## src/rtl/ahb_pkg.sv

```systemverilog
// ----------------------------------------------------------------------------
// ahb_pkg
// Shared AHB-Lite/AHB2 encodings and helpers for the bus arbiter slice.
//   htrans_e            : HTRANS transfer-type codes
//   hburst_e            : HBURST burst-type codes
//   burst_beats_minus1  : remaining beats after the NONSEQ beat of a burst
//   is_fixed_burst      : burst has a defined length (WRAPx / INCRx)
// ----------------------------------------------------------------------------
package ahb_pkg;

   typedef enum logic [1:0] {
      HTRANS_IDLE   = 2'd0,
      HTRANS_BUSY   = 2'd1,
      HTRANS_NONSEQ = 2'd2,
      HTRANS_SEQ    = 2'd3
   } htrans_e;

   typedef enum logic [2:0] {
      HBURST_SINGLE = 3'd0,
      HBURST_INCR   = 3'd1,
      HBURST_WRAP4  = 3'd2,
      HBURST_INCR4  = 3'd3,
      HBURST_WRAP8  = 3'd4,
      HBURST_INCR8  = 3'd5,
      HBURST_WRAP16 = 3'd6,
      HBURST_INCR16 = 3'd7
   } hburst_e;

   // SINGLE and undefined-length INCR carry no beat count.
   function automatic logic [3:0] burst_beats_minus1(input logic [2:0] hburst);
      logic [3:0] v_n;
      v_n = 4'd0;
      case (hburst_e'(hburst))
         HBURST_WRAP4,  HBURST_INCR4:  v_n = 4'd3;
         HBURST_WRAP8,  HBURST_INCR8:  v_n = 4'd7;
         HBURST_WRAP16, HBURST_INCR16: v_n = 4'd15;
         default:                      v_n = 4'd0;
      endcase
      return v_n;
   endfunction

   function automatic logic is_fixed_burst(input logic [2:0] hburst);
      return (burst_beats_minus1(hburst) != 4'd0);
   endfunction

endpackage

```

## src/rtl/ahb_bus_arbiter_if.sv

```systemverilog
// ----------------------------------------------------------------------------
// ahb_bus_arbiter_if
// Arbitration-side AHB signals shared between the requesting masters / muxed
// bus (modport master) and the arbiter (modport slave).
//   HBUSREQ, HLOCK      : per-master request / lock request
//   HTRANS, HBURST      : muxed transfer and burst type of address-phase owner
//   HREADY              : muxed slave ready
//   HGRANT              : one-hot grant
//   HMASTER, HMASTLOCK  : address-phase owner index and lock flag
// ----------------------------------------------------------------------------
interface ahb_bus_arbiter_if #(
   parameter int unsigned NUM_MASTERS = 4,
   parameter int unsigned MID_W       = 2
);
   logic [NUM_MASTERS-1:0] HBUSREQ;
   logic [NUM_MASTERS-1:0] HLOCK;
   logic [1:0]             HTRANS;
   logic [2:0]             HBURST;
   logic                   HREADY;
   logic [NUM_MASTERS-1:0] HGRANT;
   logic [MID_W-1:0]       HMASTER;
   logic                   HMASTLOCK;

   modport master (
      output HBUSREQ, HLOCK, HTRANS, HBURST, HREADY,
      input  HGRANT, HMASTER, HMASTLOCK
   );

   modport slave (
      input  HBUSREQ, HLOCK, HTRANS, HBURST, HREADY,
      output HGRANT, HMASTER, HMASTLOCK
   );
endinterface

```

## src/rtl/ahb_bus_arbiter_rr_priority_picker.sv

```systemverilog
// ----------------------------------------------------------------------------
// rr_priority_picker
// Combinational round-robin picker: scans i_req starting one past i_ptr and
// wrapping, so the pointer position itself is checked last.
//   i_req    : request vector
//   i_ptr    : index of the most recent winner
//   o_winner : index of the first requester found
//   o_valid  : at least one request present
// ----------------------------------------------------------------------------
module rr_priority_picker #(
   parameter int unsigned N = 4,
   parameter int unsigned W = 2
) (
   input  logic [N-1:0] i_req,
   input  logic [W-1:0] i_ptr,
   output logic [W-1:0] o_winner,
   output logic         o_valid
);

   always_comb begin
      int unsigned v_idx;
      logic [W-1:0] v_sel;
      logic v_found;
      v_idx    = 0;
      v_sel    = '0;
      v_found  = 1'b0;
      o_winner = '0;
      for (int unsigned k = 1; k <= N; k++) begin
         v_idx = (32'(i_ptr) + k) % N;
         v_sel = W'(v_idx);
         if (!v_found && i_req[v_sel]) begin
            v_found  = 1'b1;
            o_winner = v_sel;
         end
      end
      o_valid = v_found;
   end

endmodule

```

## src/rtl/ahb_bus_arbiter.sv

```systemverilog
// ----------------------------------------------------------------------------
// ahb_bus_arbiter
// Round-robin AHB bus arbiter with a park (default) master; burst- and
// lock-aware. The grant runs one cycle ahead of address-phase ownership.
//   HCLK     : bus clock
//   HRESETn  : synchronous active-low reset
//   bus      : arbitration signals (slave modport of ahb_bus_arbiter_if)
// ----------------------------------------------------------------------------
module ahb_bus_arbiter #(
   parameter int unsigned NUM_MASTERS    = 4,
   parameter int unsigned DEFAULT_MASTER = 0,
   parameter int unsigned MID_W          = 2
) (
   input  logic              HCLK,
   input  logic              HRESETn,
   ahb_bus_arbiter_if.slave  bus
);
   import ahb_pkg::*;

   localparam logic [NUM_MASTERS-1:0] DEF_ONEHOT = NUM_MASTERS'(1) << DEFAULT_MASTER;
   localparam logic [MID_W-1:0]       DEF_IDX    = MID_W'(DEFAULT_MASTER);

   logic [NUM_MASTERS-1:0] r_grant;
   logic [MID_W-1:0]       r_master;
   logic                   r_mastlock;
   logic [3:0]             r_cnt;
   logic [MID_W-1:0]       r_ptr;
   logic                   r_lock_hold;

   logic [MID_W-1:0]       w_grant_idx;
   logic [MID_W-1:0]       w_winner;
   logic                   w_win_valid;
   logic                   w_arb_ok;
   logic [3:0]             w_cnt_next;
   logic                   w_fixed_nonseq;

   rr_priority_picker #(
      .N (NUM_MASTERS),
      .W (MID_W)
   ) u_picker (
      .i_req    (bus.HBUSREQ),
      .i_ptr    (r_ptr),
      .o_winner (w_winner),
      .o_valid  (w_win_valid)
   );

   always_comb begin
      w_grant_idx = '0;
      for (int unsigned i = 0; i < NUM_MASTERS; i++) begin
         if (r_grant[i]) w_grant_idx = MID_W'(i);
      end
   end

   assign w_fixed_nonseq = (htrans_e'(bus.HTRANS) == HTRANS_NONSEQ) && is_fixed_burst(bus.HBURST);

   // Count 1 with SEQ is the last beat's address phase: handing over here lets
   // the new owner's address follow back-to-back.
   assign w_arb_ok = !r_lock_hold &&
                     (((r_cnt == 4'd0) && !w_fixed_nonseq) ||
                      ((r_cnt == 4'd1) && (htrans_e'(bus.HTRANS) == HTRANS_SEQ)));

   always_comb begin
      w_cnt_next = r_cnt;
      unique case (htrans_e'(bus.HTRANS))
         HTRANS_IDLE:   w_cnt_next = 4'd0;
         HTRANS_BUSY:   w_cnt_next = r_cnt;
         HTRANS_NONSEQ: w_cnt_next = burst_beats_minus1(bus.HBURST);
         HTRANS_SEQ:    w_cnt_next = (r_cnt != 4'd0) ? r_cnt - 4'd1 : 4'd0;
      endcase
   end

   always_ff @(posedge HCLK) begin
      if (!HRESETn) begin
         r_grant     <= DEF_ONEHOT;
         r_master    <= DEF_IDX;
         r_mastlock  <= 1'b0;
         r_cnt       <= 4'd0;
         r_ptr       <= DEF_IDX;
         r_lock_hold <= 1'b0;
      end else if (bus.HREADY) begin
         r_master    <= w_grant_idx;
         r_mastlock  <= bus.HLOCK[w_grant_idx];
         r_lock_hold <= bus.HLOCK[w_grant_idx];
         r_cnt       <= w_cnt_next;
         if (w_arb_ok) begin
            if (w_win_valid) begin
               r_grant <= NUM_MASTERS'(1) << w_winner;
               r_ptr   <= w_winner;
            end else begin
               r_grant <= DEF_ONEHOT;
            end
         end
      end
   end

   assign bus.HGRANT    = r_grant;
   assign bus.HMASTER   = r_master;
   assign bus.HMASTLOCK = r_mastlock;

endmodule

```

## src/flat_wrapper.sv

```systemverilog
// flat-port wrapper written by rule: the top's interface ports become plain ports
module ahb_bus_arbiter_flat import ahb_pkg::*;
#(
   parameter int unsigned NUM_MASTERS    = 4,
   parameter int unsigned DEFAULT_MASTER = 0,
   parameter int unsigned MID_W          = 2
)
  (HCLK, HRESETn, bus_HBUSREQ, bus_HLOCK, bus_HTRANS, bus_HBURST, bus_HREADY, bus_HGRANT, bus_HMASTER, bus_HMASTLOCK);
  ahb_bus_arbiter_if #(.NUM_MASTERS(NUM_MASTERS), .MID_W(MID_W)) bus_i ();
  input  logic HCLK;
  input  logic HRESETn;
  input wire logic [$bits(bus_i.HBUSREQ)-1:0] bus_HBUSREQ;
  input wire logic [$bits(bus_i.HLOCK)-1:0] bus_HLOCK;
  input wire logic [$bits(bus_i.HTRANS)-1:0] bus_HTRANS;
  input wire logic [$bits(bus_i.HBURST)-1:0] bus_HBURST;
  input wire logic [$bits(bus_i.HREADY)-1:0] bus_HREADY;
  output wire logic [$bits(bus_i.HGRANT)-1:0] bus_HGRANT;
  output wire logic [$bits(bus_i.HMASTER)-1:0] bus_HMASTER;
  output wire logic [$bits(bus_i.HMASTLOCK)-1:0] bus_HMASTLOCK;
  assign bus_i.HBUSREQ = bus_HBUSREQ;
  assign bus_i.HLOCK = bus_HLOCK;
  assign bus_i.HTRANS = bus_HTRANS;
  assign bus_i.HBURST = bus_HBURST;
  assign bus_i.HREADY = bus_HREADY;
  assign bus_HGRANT = bus_i.HGRANT;
  assign bus_HMASTER = bus_i.HMASTER;
  assign bus_HMASTLOCK = bus_i.HMASTLOCK;
  ahb_bus_arbiter #(.NUM_MASTERS(NUM_MASTERS), .DEFAULT_MASTER(DEFAULT_MASTER), .MID_W(MID_W)) u_core (.HCLK(HCLK), .HRESETn(HRESETn), .bus(bus_i));
endmodule
```

## config.mk

```make
export PLATFORM = sky130hd
export DESIGN_NAME = ahb_bus_arbiter_flat
export DESIGN_NICKNAME = d
export VERILOG_FILES = /design/src/rtl/ahb_pkg.sv /design/src/rtl/ahb_bus_arbiter_if.sv /design/src/rtl/ahb_bus_arbiter_rr_priority_picker.sv /design/src/rtl/ahb_bus_arbiter.sv /design/src/flat_wrapper.sv
export SDC_FILE = /design/constraint.sdc
export NUM_CORES = 1
export LEC_CHECK = 0
export CAP_MARGIN = 20
export CORE_ASPECT_RATIO = 0.8
export CORE_MARGIN = 3
export CORE_UTILIZATION = 45
export DETAILED_ROUTE_END_ITERATION = 6
export PLACE_DENSITY = 0.84
export SLEW_MARGIN = 10
export SYNTH_ARGS = -nofsm -noshare
export SYNTH_HDL_FRONTEND = slang
export SYNTH_HIERARCHICAL = 1
export SYNTH_SLANG_ARGS = --single-unit
```

## constraint.sdc

```tcl
create_clock -name HCLK -period 1.8 [get_ports HCLK]
set_clock_uncertainty 0.15 [all_clocks]
set_input_delay 0.36 -clock HCLK [delete_from_list [all_inputs] [get_ports HCLK]]
set_output_delay 0.36 -clock HCLK [all_outputs]
set_load 0.1 [all_outputs]
```

### Word level (Yosys, flattened, before mapping)

Cells that the tools add are included.

* register bits: 13
* output and inout bits: 7
* logic and storage cells: 75

* add/subtract/negate cells: 5
* magnitude comparators: 5
* equal/unequal tests: 10
* shifts and indexed selects: 1
* mux-type cells: 25
* bitwise operators: 1
* reduce and logical (&&, ||, !) cells: 23

Operators by type and width (number)
* case mux 4 bit (3 select lines): 2
* less-than comparator 2 x 3 -> 1 bit, second input constant: 5
* equality test 3 bit, second input constant: 4
* two-way mux 2 bit: 6
* binary-select mux 1 bit (select 2 bit): 5
* two-way mux 1 bit: 10
* two-way mux 4 bit: 2
* nonzero test 4 bit: 2
* logical AND 1 bit: 7
* equality test 3 x 2 -> 1 bit, second input constant: 2
* OR reduction 2 bit: 3
* zero test 1 bit: 5
* adder 2 x 1 -> 2 bit, second input constant: 2
* adder 2 bit, second input constant: 2
* equality test 2 bit, second input constant: 2
* equality test 4 x 1 -> 1 bit, second input constant: 1
* zero test 4 bit: 1
* AND reduction 2 bit: 2
* left shift 1 x 2 -> 4 bit, first input constant: 1
* subtractor 4 x 1 -> 4 bit, second input constant: 1
* AND reduction 3 bit: 1
* equality test 2 x 1 -> 1 bit, second input constant: 1
* zero test 2 bit: 1
* logical OR 1 bit: 1
* NOT 1 bit: 1

### Logic depth before layout (Yosys ltp)

* word-level depth: 15
* mapped depth: 5

### Modules after synthesis

Netlist, hierarchy kept.

Modules (own cells, without submodules)
* ahb_bus_arbiter: instances 1, cells each 80, area each 700.7 sq um, sequential area each 260.2 sq um
* rr_priority_picker: instances 1, cells each 14, area each 91.3 sq um, sequential area each 0.0 sq um

### Worst setup path after synthesis

Ideal clock, no wire load.

* kind: flip-flop to flip-flop
* start: reg u_core.r_lock_hold
* end: reg u_core.r_grant[0] (netlist: u_core/bus.HGRANT[0])
* library setup time: 121 ps
* arrival time: 1664 ps
* slack: -135 ps
* stages on the path, launching flop included: 4
* clock period less this slack: 1935 ps
* cells stage by stage: dfxtp_1 > and2b_2 > nand3_4 > mux2_4

* longest elaborated chain between the ends: 3

Ends and longest elaborated chain
* from (decl): line ahb_bus_arbiter.sv:28 `logic r_lock_hold;`
* from (signal assigned): line ahb_bus_arbiter.sv:83 `r_lock_hold <= bus.HLOCK[w_grant_idx];`
* zero test 1 bit: line ahb_bus_arbiter.sv:58 `assign w_arb_ok = !r_lock_hold &&`
* logical AND 1 bit: line ahb_bus_arbiter.sv:58
* AND reduction 2 bit (no line)
* to (signal assigned): line ahb_bus_arbiter.sv:87 `r_grant <= NUM_MASTERS'(1) << w_winner;`
* to (decl): line ahb_bus_arbiter.sv:23 `logic [NUM_MASTERS-1:0] r_grant;`

No other way between the ends.
A chain may end at the register's enable or synchronous reset.

### Worst setup path after layout

* start: in bus_HBUSREQ[0]
* end: reg u_core.r_grant[1] (netlist: u_core/bus.HGRANT[1])

* longest elaborated chain between the ends: 14

Ends and longest elaborated chain
* from (decl): line flat_wrapper.sv:12 `input wire logic [$bits(bus_i.HBUSREQ)-1:0] bus_HBUSREQ;`
* binary-select mux 1 bit (select 2 bit): line ahb_bus_arbiter_rr_priority_picker.sv:31 `if (!v_found && i_req[v_sel]) begin`
* two-way mux 1 bit (not written as such): line ahb_bus_arbiter_rr_priority_picker.sv:31
* two-way mux 1 bit: line ahb_bus_arbiter_rr_priority_picker.sv:31
* zero test 1 bit: line ahb_bus_arbiter_rr_priority_picker.sv:31
* logical AND 1 bit: line ahb_bus_arbiter_rr_priority_picker.sv:31
* two-way mux 1 bit: line ahb_bus_arbiter_rr_priority_picker.sv:31
* zero test 1 bit: line ahb_bus_arbiter_rr_priority_picker.sv:31
* logical AND 1 bit: line ahb_bus_arbiter_rr_priority_picker.sv:31
* two-way mux 1 bit: line ahb_bus_arbiter_rr_priority_picker.sv:31
* zero test 1 bit: line ahb_bus_arbiter_rr_priority_picker.sv:31
* logical AND 1 bit: line ahb_bus_arbiter_rr_priority_picker.sv:31
* two-way mux 2 bit (*): line ahb_bus_arbiter_rr_priority_picker.sv:31
* via u_core.w_winner[1]: line ahb_bus_arbiter.sv:31 `logic [MID_W-1:0] w_winner;`
* left shift 1 x 2 -> 4 bit (*): line ahb_bus_arbiter.sv:87
* two-way mux 4 bit (*): line ahb_bus_arbiter.sv:86 `if (w_win_valid) begin`

The timed path passes the listed nets; every way through them passes the cells marked *. The select of a mux whose other input is x is not followed.

==> impl_results.md <==
* Result of the run: completed
* CP most frequent cell: a21oi_1
* Post-Place Cell Area at 1180 um2
* Total of fill cells in the finished design at 92
* Count of cells along the worst hold path at 2
* Peak fanout along the critical path at 4
* Worst reg2reg startpoint: u_core/r_ptr[1]$_SDFFE_PN0P_
* RR Endpoint: u_core/bus.HGRANT[2]$_SDFFE_PN0P_
* Total routed wire length on the met1 layer at 892 um
* Iteration-0 DRC Markers at 41
* Full die area at 2300 um2
* Biggest cell delay along the critical path at 0.53 ns
* Share of the clock period used by the worst path after layout at 0.926
* Number of antenna violations at the first check in global routing at 0
* Proportion of synthesized flip-flops having asynchronous set or reset at 0
* Die Span Y at 43.5 um
* TritonCTS clock tree: yes
* Maximum buffer depth of the clock tree at 2
* Power per cell area at 684 nW/um2
* Length of routed met2 wiring at 1090 um
* Largest net degree at the start of global routing at 14
* Endpoint kind of the worst setup timing path: register
* Multi-input gate area at 500 um2
* Achievable frequency at 600 MHz
* Number of buffers created by CTS at 3
* DRT Wirelength at 2270 um
* Cells along the critical path: clkdlybuf4s50_1, a21oi_1, a31oi_1, a21oi_1, buf_4, nand4b_1, mux2i_1
* Share of post-route cells with drive strength above 1 at 0.273
* Parity-gate share of the synthesized area counting xor and xnor cells at 0
* Overall Global Routing Usage at 0.215
* Primary FF master, synth: dfxtp_1
* Number of maximum-capacitance violations at 0
* Element type at the critical path start: input pin
* Highest-delay cell along the critical path: clkdlybuf4s50_1
* Rows at 12
* Area occupied by registers at 263 um2
* Multiplexer share of the synthesized area at 0.120
* Worst setup path startpoint: bus_HBUSREQ[0]
* Per-instance average area after synthesis at 8.43 um2
* Leakage power at 0.491 nW
* #FFs+latches synth at 13
* RSZ-0062 raised after global routing: false
* Area growth from synthesis to layout at 52.9%
* Number of optimization iterations in the first detailed-route pass at 4
* Initial Util at 0.522
* Area share of the largest cell type after synthesis at 0.329
* Vias in the first global route at 843
* Die boundary width at 52.9 um
* Count of final hold-check violations at 0
* Worst slack on hold paths at 0.381 ns
* Startpoint of the worst hold path: u_core/r_ptr[0]$_SDFFE_PN0P_
* Detail Route Antenna Nets at 0
* Top layer in use: met4
* HPWL after detailed placement at 1670 um
* Routability congestion estimate at 0.893
* YS warnings at 6
* Antenna cell count at 0
* Average wire per cell in the routed design at 15.2 um
* Detail-routed via count per cell at 5.94
* Biggest area consumer among synthesized cells: dfxtp_1
* Setup-violating endpoint count in the final report at 0
* Worst Hold Path EP: u_core/r_ptr[0]$_SDFFE_PN0P_
* Top cell types by occurrence after synthesis: dfxtp_1 (13), nand2_1 (13), a21oi_1 (8), mux2i_1 (8), o21ai_0 (8)
* Worst Reg-to-Reg Cells at 5
* Time the worst path needs with I/O delays and setup at 1.67 ns
* Classification of the worst-slack hold path: register to register
* Max Transition Viols Final at 0
* Total negative setup slack at 0 ns
* CORE AREA at 1520 um2
* Post-synthesis share of cell area spent on and, or, nand and nor gates at 0.253
* I/O pins at 23
* Setup slack of the worst register-to-register path at 0.25 ns
* IO Port Bufs at 21
* Largest family of logic cells by synthesized area: compound AO/OA/AOI/OAI gates
* Fraction of the yosys area taken by sequential cells at 0.329
* DRC violation count after routing at 0
* Synthesized-area fraction occupied by ao, oa, aoi and oai cells at 0.259
* Wire length on met3 at 228 um
* Area of all placed cells without fillers at 1210 um2
* Final-stage net count at 145
* CTS H-tree depth at 1
* EDFF count, synth at 0
* Cell count after synthesis at 94
* CTS Root Buffer Type: clkbuf_4
* Fraction of the mapped netlist area in adder cells at 0
* Number of distinct library cell variants in the gate-level netlist after synthesis at 32
* Via count of the routed design at 885
* First-pass GRT wire length at 3620 um
* Area contributors post-synth: dfxtp_1 (33%), mux2i_1 (10%), nand2_1 (6.2%)
* Number of setup buffers added after CTS at 0
* Data required time at the worst endpoint at 1.85 ns
* Arrival time of data at the critical path endpoint at 1.71 ns
* Actual slew at the worst max-slew pin at 0.299 ns
* Hold-fix buffer count after cts at 0
* Clk pin slew, worst setup/hold paths at 0.08 ns
* Crit path kind: input pin to register
* Later-pin clock latency in the skew report at 0.27 ns
* Sinks on Clock Net at 13
* Remaining global-route overflow at 0
* Post-Syn Nets at 110
* Largest voltage drop on the vdd net at 0.450 mV
* Mapped cell area at 792 um2
* Slew Limit Headroom at 0.798
[sequential cells by signal, summed over array words and instances, names as in the netlist]
name	cells
u_core/r_cnt	4
u_core/r_ptr	2
u_core/bus.HMASTER	2
u_core/r_lock_hold	1
u_core/bus.HGRANT	4
[layout make-up]
type,count,area share
multi-input combinational,73,0.413
timing repair buffer,34,0.314
sequential,13,0.217
clock buffer,4,0.0217
tap,21,0.0217
inverter,4,0.0124
[worst max path at each step]
stage                                        endpoint  slack (ns)  cells past startpoint
detailed placement  u_core/bus.HGRANT[2]$_SDFFE_PN0P_       -0.20                      7
global route             u_core/r_cnt[3]$_SDFFE_PN0P_        0.07                      6
finish              u_core/bus.HGRANT[1]$_SDFFE_PN0P_        0.13                      7
floorplan             u_core/r_lock_hold$_SDFFE_PN0P_        0.11                      3
CTS                 u_core/bus.HGRANT[2]$_SDFFE_PN0P_        0.08                      7
global placement    u_core/bus.HGRANT[2]$_SDFFE_PN0P_       -0.14                      7
[where the power goes]
part	total (W)	internal, W	switching (W)
registers	0.000333	0.000307	0.0000266
clock network	0.000183	0.0000858	0.0000967
logic	0.000313	0.000144	0.000168
total	0.000829	0.000537	0.000292
[critical path, delay by kind of cell]
family                 cells  cell delay, ns
multiplexers               1            0.14
AND/OR/NAND/NOR            1            0.16
AO/OA/AOI/OAI              3            0.35
buffers and inverters      2            0.69
[metrics by stage]
stage / total power [W] / setup WS, ns / utilization / cells
global placement: 0.000637 / -0.140 / 0.780 / 145
CTS: 0.000834 / 0.0800 / 0.797 / 149
finish: 0.000829 / 0.133 / 0.799 / 149
global route: 0.000874 / 0.0735 / 0.799 / 149
detailed placement: 0.000646 / -0.199 / 0.780 / 145
floorplan: 0.000509 / 0.108 / - / 94
[layer usage]
layer,up-vias,GRT usage
met3,8,0.0619
met5,-,0
met1,403,0.234
met2,60,0.384
li1,414,-
met4,0,0.0969
[cells in the final DEF (no fill, tap or decap)]
| cell | instances |
|---|---|
| a21boi_1 | 1 |
| a22o_2 | 1 |
| mux2i_1 | 8 |
| dfxtp_1 | 11 |
| a41o_2 | 1 |
| buf_12 | 7 |
| dfxtp_2 | 2 |
| o21ai_2 | 1 |
| o221ai_2 | 1 |
| nand2b_1 | 6 |
| nand3b_1 | 1 |
| clkdlybuf4s50_1 | 13 |
| o21ai_0 | 8 |
| nor2_1 | 4 |
| a21o_1 | 1 |
| mux2_4 | 1 |
| a21oi_2 | 1 |
| a21boi_0 | 1 |
| nand2_1 | 13 |
| o32ai_1 | 1 |
| nand4_1 | 3 |
| and2b_1 | 1 |
| inv_1 | 4 |
| nand4b_1 | 2 |
| o41ai_1 | 1 |
| o22a_2 | 1 |
| and2b_2 | 1 |
| nand3_1 | 1 |
| o31ai_1 | 1 |
| a21oi_1 | 8 |
| dlymetal6s2s_1 | 1 |
| clkbuf_1 | 1 |
| a31oi_1 | 1 |
| o211ai_1 | 1 |
| nand3_4 | 1 |
| nor3_4 | 1 |
| buf_4 | 13 |
| clkbuf_4 | 3 |
[cells by family after synthesis]
logic type | count (synthesis)
flops | 13
compound gates | 30
buf+inv | 8
simple gates | 34
mux | 9
[timing repair]
item,in CTS,in global routing
resized for setup,0,2
endpoints found under the setup margin,0,2
endpoints found under the hold margin,0,0
(Power assumes the default switching activity.)
